===== config.mk =====
export PLATFORM = sky130hd
export DESIGN_NAME = tcp_con_mgr
export DESIGN_NICKNAME = d
export VERILOG_FILES = /design/src/rtl/tcp_con_mgr.sv
export SDC_FILE = /design/constraint.sdc
export NUM_CORES = 1
export LEC_CHECK = 0
export CAP_MARGIN = 30
export CORE_ASPECT_RATIO = 2
export CORE_MARGIN = 8
export CORE_UTILIZATION = 41
export CTS_BUF_LIST = sky130_fd_sc_hd__clkbuf_8 sky130_fd_sc_hd__clkbuf_16
export CTS_CLUSTER_DIAMETER = 200
export DETAILED_ROUTE_END_ITERATION = 8
export HOLD_SLACK_MARGIN = 0.12
export MAX_ROUTING_LAYER = met4
export PLACE_DENSITY = 0.87
export SYNTH_ARGS = -nofsm -noshare
export SYNTH_HDL_FRONTEND = slang
export SYNTH_SLANG_ARGS = --single-unit

===== constraint.sdc =====
create_clock -name clk -period 2.2 [get_ports clk]
set_clock_uncertainty 0.1 [all_clocks]
set_input_delay 0.44 -clock clk [delete_from_list [all_inputs] [get_ports clk]]
set_output_delay 0.44 -clock clk [all_outputs]
set_load 0.05 [all_outputs]

===== src/rtl/tcp_con_mgr.sv =====
// TCP connection manager: drives connect/listen requests with timeout, backoff and retry limits.
// Every output is registered, so outputs lag their cause by one cycle. There is no backpressure; the engine status is sampled every cycle.
module tcp_con_mgr #(
   parameter int TICK_DIV              = 125000,
   parameter int CONNECT_TIMEOUT_TICKS = 1000,
   parameter int RETRY_BACKOFF_TICKS   = 500,
   parameter int MAX_RETRIES           = 0
) (
   input  logic        clk,
   input  logic        rst,
   input  logic        en,
   input  logic        mode_server,
   input  logic [31:0] cfg_rem_ipv4,
   input  logic [15:0] cfg_rem_port,
   input  logic [15:0] cfg_loc_port,
   output logic        ctl_connect,
   output logic        ctl_listen,
   output logic [31:0] ctl_rem_ipv4,
   output logic [15:0] ctl_rem_port,
   output logic [15:0] ctl_loc_port,
   input  logic [2:0]  ctl_status,
   input  logic [31:0] ctl_con_ipv4,
   input  logic [15:0] ctl_con_port,
   output logic        up,
   output logic [31:0] peer_ipv4,
   output logic [15:0] peer_port,
   output logic [7:0]  retry_cnt,
   output logic        give_up
);

   localparam logic [2:0] TCP_CLOSED        = 3'd0;
   localparam logic [2:0] TCP_LISTENING     = 3'd1;
   localparam logic [2:0] TCP_CONNECTING    = 3'd2;
   localparam logic [2:0] TCP_CONNECTED     = 3'd3;
   localparam logic [2:0] TCP_DISCONNECTING = 3'd4;

   localparam logic [2:0] S_IDLE    = 3'd0;
   localparam logic [2:0] S_WAIT_UP = 3'd1;
   localparam logic [2:0] S_UP      = 3'd2;
   localparam logic [2:0] S_BACKOFF = 3'd3;
   localparam logic [2:0] S_FAIL    = 3'd4;

   localparam int PW = (TICK_DIV > 1) ? $clog2(TICK_DIV) : 1;

   localparam logic [PW-1:0] PRESC_LAST  = PW'(TICK_DIV - 1);
   localparam logic [31:0]   TIMEOUT_T   = 32'(CONNECT_TIMEOUT_TICKS);
   localparam logic [31:0]   BACKOFF_T   = 32'(RETRY_BACKOFF_TICKS);
   localparam logic [7:0]    RETRY_LIMIT = 8'((MAX_RETRIES > 255) ? 255 : MAX_RETRIES);
   localparam bit            LIMITED     = (MAX_RETRIES != 0);

   logic [2:0]    state;
   logic          mode_srv;
   logic [PW-1:0] presc;
   logic [31:0]   timer;
   logic          tick;
   logic          connected;

   assign tick      = (presc == PRESC_LAST);
   assign connected = (ctl_status == TCP_CONNECTED);

   always_ff @(posedge clk) begin
      if (rst) begin
         state        <= S_IDLE;
         mode_srv     <= 1'b0;
         presc        <= '0;
         timer        <= '0;
         ctl_connect  <= 1'b0;
         ctl_listen   <= 1'b0;
         ctl_rem_ipv4 <= '0;
         ctl_rem_port <= '0;
         ctl_loc_port <= '0;
         up           <= 1'b0;
         peer_ipv4    <= '0;
         peer_port    <= '0;
         retry_cnt    <= '0;
         give_up      <= 1'b0;
      end else begin
         presc <= tick ? '0 : presc + PW'(1);
         // Saturate so a huge timeout parameter never wraps the timer.
         if (tick && timer != '1)
            timer <= timer + 32'd1;

         if (!en) begin
            if (state != S_IDLE)
               timer <= '0;
            state       <= S_IDLE;
            ctl_connect <= 1'b0;
            ctl_listen  <= 1'b0;
            up          <= 1'b0;
            give_up     <= 1'b0;
            retry_cnt   <= '0;
         end else begin
            case (state)
               S_IDLE: begin
                  ctl_rem_ipv4 <= cfg_rem_ipv4;
                  ctl_rem_port <= cfg_rem_port;
                  ctl_loc_port <= cfg_loc_port;
                  mode_srv     <= mode_server;
                  ctl_connect  <= ~mode_server;
                  ctl_listen   <= mode_server;
                  timer        <= '0;
                  state        <= S_WAIT_UP;
               end
               S_WAIT_UP: begin
                  // A connect seen in the timeout cycle still counts as success.
                  if (connected) begin
                     up        <= 1'b1;
                     peer_ipv4 <= ctl_con_ipv4;
                     peer_port <= ctl_con_port;
                     retry_cnt <= '0;
                     timer     <= '0;
                     state     <= S_UP;
                  end else if (!mode_srv && timer == TIMEOUT_T) begin
                     ctl_connect <= 1'b0;
                     if (retry_cnt != 8'hff)
                        retry_cnt <= retry_cnt + 8'd1;
                     timer <= '0;
                     state <= S_BACKOFF;
                  end
               end
               S_UP: begin
                  if (!connected) begin
                     ctl_connect <= 1'b0;
                     ctl_listen  <= 1'b0;
                     up          <= 1'b0;
                     timer       <= '0;
                     state       <= S_BACKOFF;
                  end
               end
               S_BACKOFF: begin
                  // Wait out the backoff and for the engine to be fully closed.
                  if (timer >= BACKOFF_T && ctl_status == TCP_CLOSED) begin
                     timer <= '0;
                     if (LIMITED && retry_cnt >= RETRY_LIMIT) begin
                        give_up <= 1'b1;
                        state   <= S_FAIL;
                     end else begin
                        ctl_connect <= ~mode_srv;
                        ctl_listen  <= mode_srv;
                        state       <= S_WAIT_UP;
                     end
                  end
               end
               S_FAIL: begin
                  give_up <= 1'b1;
               end
               default: begin
                  ctl_connect <= 1'b0;
                  ctl_listen  <= 1'b0;
                  up          <= 1'b0;
                  timer       <= '0;
                  state       <= S_IDLE;
               end
            endcase
         end
      end
   end

endmodule


# Word level (Yosys, flattened, before mapping)
# Index checks and enable logic that the tools add are counted.
# Widths: inputs -> output; s select.
totals:
  ff_bits: 177
  word_cells: 84
classes:
  addsub: 3
  order_cmp: 1
  eq_ne: 15
  n_mux: 25
  n_bitwise: 6
  n_reduce_logical: 20
op_table:
  columns: ["cell", "n"]
  rows:
  - ["$mux 32", 7]
  - ["$pmux 32 s4", 1]
  - ["$add 32x1->32 const B", 1]
  - ["$eq 32x10->1 const B", 1]
  - ["$ge 32x9->1 const B", 1]
  - ["$ne 32x32->1 const B", 1]
  - ["$mux 8", 3]
  - ["$add 17x1->17 const B", 1]
  - ["$eq 17x17->1 const B", 1]
  - ["$pmux 3 s5", 1]
  - ["$mux 3", 4]
  - ["$reduce_and 3->1", 4]
  - ["$ne 2x2->1 const B", 5]
  - ["$eq 3x2->1 const B", 3]
  - ["$add 8x1->8 const B", 1]
  - ["$ne 8x8->1 const B", 1]
  - ["$logic_not 3->1", 2]
  - ["$mux 1", 6]
  - ["$not 1->1", 6]
  - ["$reduce_or 2->1", 3]
  - ["$pmux 1 s5", 1]
  - ["$reduce_and 5->1", 1]
  - ["$pmux 1 s4", 1]
  - ["$reduce_and 4->1", 1]
  - ["other kinds (10)", 13]

# Depth between registers and ports, before layout
logic_depth:
  word_depth: 7
  depth_mapped: 9
  depth_no_buf: 8

# Worst setup path after synthesis
# No wires, ideal clock.
synth_path:
  path_kind: "flip-flop to flip-flop"
  from: "register state[0]"
  to: "register ctl_listen"
  setup_time_ps: 70
  t_arrival_ps: 1914
  t_required_ps: 2030
  setup_slack_ps: 116
  stages_incl_launch_ff: 9
  cell_sequence: "dfxtp_1 -> inv_1 -> ha_1 -> and3b_1 -> o21ai_0 -> nand2_1 -> or2_2 -> or4_1 -> a21oi_1"
synth_between:
  elab_chain_len: 4
synth_rtl:
  columns: ["item", "line_no", "source"]
  rows:
  - ["from (decl)", "51", "logic [2:0] state;"]
  - ["from (signal assigned)", "63", "state <= S_IDLE;"]
  - ["from (signal assigned)", "86", "state <= S_IDLE;"]
  - ["from (signal assigned)", "102", "state <= S_WAIT_UP;"]
  - ["parallel branches: the longest is 4 deep, another holds $pmux 1 s4", null, null]
  - ["to (signal assigned)", "100", "ctl_listen <= mode_server;"]
  - ["to (signal assigned)", "139", "ctl_listen <= mode_srv;"]
  - ["to (decl)", "17", "output logic ctl_listen,"]
# Parallel ways; which one is timed is not known.
# A chain may end at the register's enable or synchronous reset.

# Worst setup path in the final report
layout_path:
  from: "register timer[10]"
  to: "register timer[26]"
layout_between:
  elab_chain_len: 7
layout_rtl:
  columns: ["item", "line_no", "source"]
  rows:
  - ["from (decl)", "54", "logic [31:0] timer;"]
  - ["from (signal assigned)", "81", "timer <= timer + 32'd1;"]
  - ["parallel branches: the longest is 6 deep, another holds $add 32x1->32", null, null]
  - ["$mux 32 (*)", "83", "if (!en) begin"]
# Every way passes the cells marked *.

==> impl_metrics.py <==
metrics = {
    "pwr": {
        "share_seq_of_total_power": 0.447,
        "power.combinational.fraction": 0.144,
        "power.density_cell_area_mw_per_mm2": 684,
        "p_clk_frac": 0.408,
        "vdd.ir_drop.worst_v": 0.000577,
        "power.switching_fraction": 0.265,
        "power.static_leakage_nw": 4.17,
        "psw_mw": 1.96,
        "cell_internal_pwr_mw": 5.44,
    },
    "clocking": {
        "root_buffer_master": "sky130_fd_sc_hd__clkbuf_16",
        "clkSlewWorstSetupHoldPaths_ns": 0.06,
        "clock-sinks": 175,
        "cts_tree": "yes",
        "cts.hold.buffers_added": 0,
        "number_of_buffers_created_by_cts": 17,
        "cts_buffer_depth": 2,
        "worstSkewPairLatency_ns": 0.43,
        "htreeDepth": 4,
    },
    "layout": {
        "drive_above_1_share": 0.120,
        "finish.cell_count_without_fillers": 1377,
        "layout.nets": 1284,
        "antenna-diode-count": 0,
        "area.growth.synth_to_final_pct": 51.2,
    },
    "timing": {
        "maxClockFrequency_mhz": 463,
        "min_clock_period_post_route_ns": 2.16,
        "setup_viol": 0,
        "setup_tns_ns": 0,
        "report.final.hold_viol_count": 0,
        "final_max_slew_viol_count": 0,
        "slew_headroom": 0.617,
        "fin_crit_sh": 0.983,
        "timing_worst_slew_pin_value_ns": 0.574,
        "post-route-worst-setup-slack_ns": 0.0383,
        "grt_setup_unrepaired": "yes",
    },
    "yosys": {
        "post-synth-top-count-cell": "sky130_fd_sc_hd__nand2_1",
        "netlist_instances": 886,
        "yosys_top_cell_by_area": "sky130_fd_sc_hd__dfxtp_1",
        "synth_nets": 1015,
        "synth.top_cells.by_area": "sky130_fd_sc_hd__dfxtp_1 (49%), sky130_fd_sc_hd__nand2_1 (14%), sky130_fd_sc_hd__a21oi_1 (8.6%)",
        "asyncSetResetFlopFracSynth": 0,
        "synth_cell_types": 58,
        "ys_top_cells_by_count": "sky130_fd_sc_hd__nand2_1 (260), sky130_fd_sc_hd__dfxtp_1 (175), sky130_fd_sc_hd__a21oi_1 (123)",
        "mappedNetlistArea_mm2": 0.00716,
        "yosys_warnings": 0,
        "postSynthAreaPerCell_um2": 8.08,
        "synth_top_area_frac": 0.489,
        "edff_count_synth": 0,
        "ys_ff_latch": 175,
        "synthFlopType": "sky130_fd_sc_hd__dfxtp_1",
        "synth-seq-area-share": 0.489,
    },
    "global_route": {
        "grt_busiest_layer": "met2",
        "global_route.overflow_total": 0,
        "grt_max_degree": 94,
        "grt_first_pass_wirelength_um": 35700,
        "grtUsageMet1": 0.193,
        "grt.met2_usage": 0.391,
        "grtUsageTotal": 0.212,
        "grt_util_met3": 0.0441,
        "grt_pass1_vias": 7109,
        "antenna_violations_before_repair": 0,
    },
    "worst_setup_path": {
        "critPathMaxStageDelay_ns": 0.51,
        "critical_path.endpoint_type": "flop",
        "worst_path_cell_trace": "nand4_2, buf_4, nor3_4, buf_4, nand3b_1, nor3_1, xnor2_1, nor2_1",
        "slowest_stage": "sky130_fd_sc_hd__dfxtp_1",
        "cp.required_ns": 2.42,
        "critical_path.max_fanout": 7,
        "reg2reg_from": "timer[10]$_SDFF_PP0_",
        "cp_top_family": "simple AND/OR/NAND/NOR gates",
        "worst_path_most_repeated_cell": "sky130_fd_sc_hd__buf_4",
        "cp.depth": 8,
        "crit_reg_reg_endpoint": "timer[26]$_SDFF_PP0_",
        "worst-path-buf-inv": 2,
        "critPathArrivalTime_ns": 2.38,
        "reg2reg_slack_ns": 0.04,
        "cp-startpoint": "timer[10]$_SDFF_PP0_",
        "r2r.worst_path.cells": 8,
        "timing_worst_setup_path_type": "flop to flop",
        "cp-start-kind": "flop",
    },
    "place": {
        "hpwl_um": 17900,
        "port_buffers": 241,
        "placed_cells_incl_taps": 1345,
        "detailedPlace.worstSlack_ns": -0.210,
        "finalWeightedCongestion": 0.918,
    },
    "worst_hold_path": {
        "timing.hold.worst_endpoint": "peer_port[8]$_SDFFE_PP0P_",
        "hold-path-cell-count": 2,
        "hp-start": "peer_port[8]$_SDFFE_PP0P_",
        "hp-class": "flop to flop",
    },
    "outcome": {
        "run_status": "complete, no violations",
    },
    "routing": {
        "viasPerCell": 5.24,
        "route.antenna.remaining_nets": 0,
        "first_pass_iters": 5,
        "wire_per_inst_um": 17.5,
        "dr.first_iter.drc_count": 384,
        "dr_total_vias": 7211,
        "finalWirelength_um": 24100,
        "remaining_drc_errors": 0,
    },
    "floorplan": {
        "die_width_um": 109,
        "floorplan.io_pins": 243,
        "die_y_um": 203,
        "initial_utilization": 0.417,
        "floorplan.die_area_mm2": 0.0222,
        "coreArea_mm2": 0.0172,
        "rows": 68,
    },
    "run": {
        "cap_viol_max_count": 0,
    },
}
-- layout by cell type (no fill, tap or decap), types with 9 or more instances in the layout --
cell type / count
sky130_fd_sc_hd__clkdlybuf4s50_1: 208
sky130_fd_sc_hd__nand3_1: 22
sky130_fd_sc_hd__nand2_1: 258
sky130_fd_sc_hd__and3_1: 16
sky130_fd_sc_hd__xnor2_1: 26
sky130_fd_sc_hd__xor2_1: 21
sky130_fd_sc_hd__clkbuf_16: 17
sky130_fd_sc_hd__dlymetal6s2s_1: 10
sky130_fd_sc_hd__ha_1: 9
sky130_fd_sc_hd__a21oi_1: 123
sky130_fd_sc_hd__nand4_1: 21
sky130_fd_sc_hd__buf_4: 63
sky130_fd_sc_hd__nor2_1: 60
sky130_fd_sc_hd__inv_1: 13
sky130_fd_sc_hd__dfxtp_1: 173
sky130_fd_sc_hd__dlygate4sd2_1: 9
-- cell families after synthesis --
kind of cell    count (synthesis)  synth area share
flops                         175             0.489
xor+xnor                       47            0.0575
mux                             3           0.00437
fa+ha+maj                      10            0.0175
simple gates                  447             0.287
other cells                     1          0.000524
buf+inv                        58            0.0329
compound gates                145             0.111
-- worst min-delay path, cell delays in order, from the launching register on --
cell and delay (ns):
sky130_fd_sc_hd__dfxtp_1 0.31, sky130_fd_sc_hd__nand2_1 0.05, sky130_fd_sc_hd__a21oi_1 0.05
-- worst max-delay path by stage --
stage                                    to  slack (ns)
finish                 timer[26]$_SDFF_PP0_        0.04
global route           timer[16]$_SDFF_PP0_       -0.03
CTS                             ctl_connect       0.004
detailed placement  ctl_listen$_SDFFE_PP0P_       -0.21
global placement    ctl_listen$_SDFFE_PP0P_       -0.19
floorplan           ctl_listen$_SDFFE_PP0P_        0.12
-- metal layers --
layer / vias to the layer above / part of all wire
li1: 3508 / -
met5: - / 0
met1: 3365 / 0.34
met4: 0 / 0.042
met2: 271 / 0.56
met3: 67 / 0.060
-- registers in the layout (all words and copies together), names as in the netlist --
signal / cells
ctl_connect: 1
mode_srv: 1
presc: 17
up: 1
ctl_rem_port: 16
state: 2
peer_port: 16
retry_cnt: 8
ctl_listen: 1
timer: 32
ctl_rem_ipv4: 32
peer_ipv4: 32
ctl_loc_port: 16
-- power groups by stage --
stage               clock network (mW)  registers [mW]  logic [mW]
CTS                               3.09            3.31        1.08
floorplan                            0            3.68       0.262
global placement                     0            3.38        1.06
detailed placement                   0            3.38        1.07
finish                            3.02            3.31        1.07
global route                      3.22            3.32        1.13
-- through the flow --
step	power, mW	cell area, µm²	utilization	hold WS, ns
final	7.41	10800	0.630	0.354
after global routing	7.67	10800	0.630	0.372
after floorplan	3.94	7160	-	0.326
after detailed placement	4.46	10100	0.587	0.346
after global placement	4.44	10100	0.587	0.341
after CTS	7.48	10700	0.622	0.355
-- repair_timing --
| item | in CTS | in global routing |
|---|---|---|
| hold endpoints to repair | 0 | 0 |
| buffers inserted | 0 | 1 |
| pin swaps | 0 | 3 |
| setup endpoints to repair | 14 | 48 |
| gates resized for setup | 12 | 33 |
-- area by class of cell --
class,count,area [µm²]
fill,1362,6360
clock inverter,12,134
timing repair buffer,296,2880
inverter,12,45.0
sequential,175,3510
multi-input combinational,653,3540
clock buffer,19,453
tap,210,263
No activity file was read; power rests on OpenSTA's default activity.
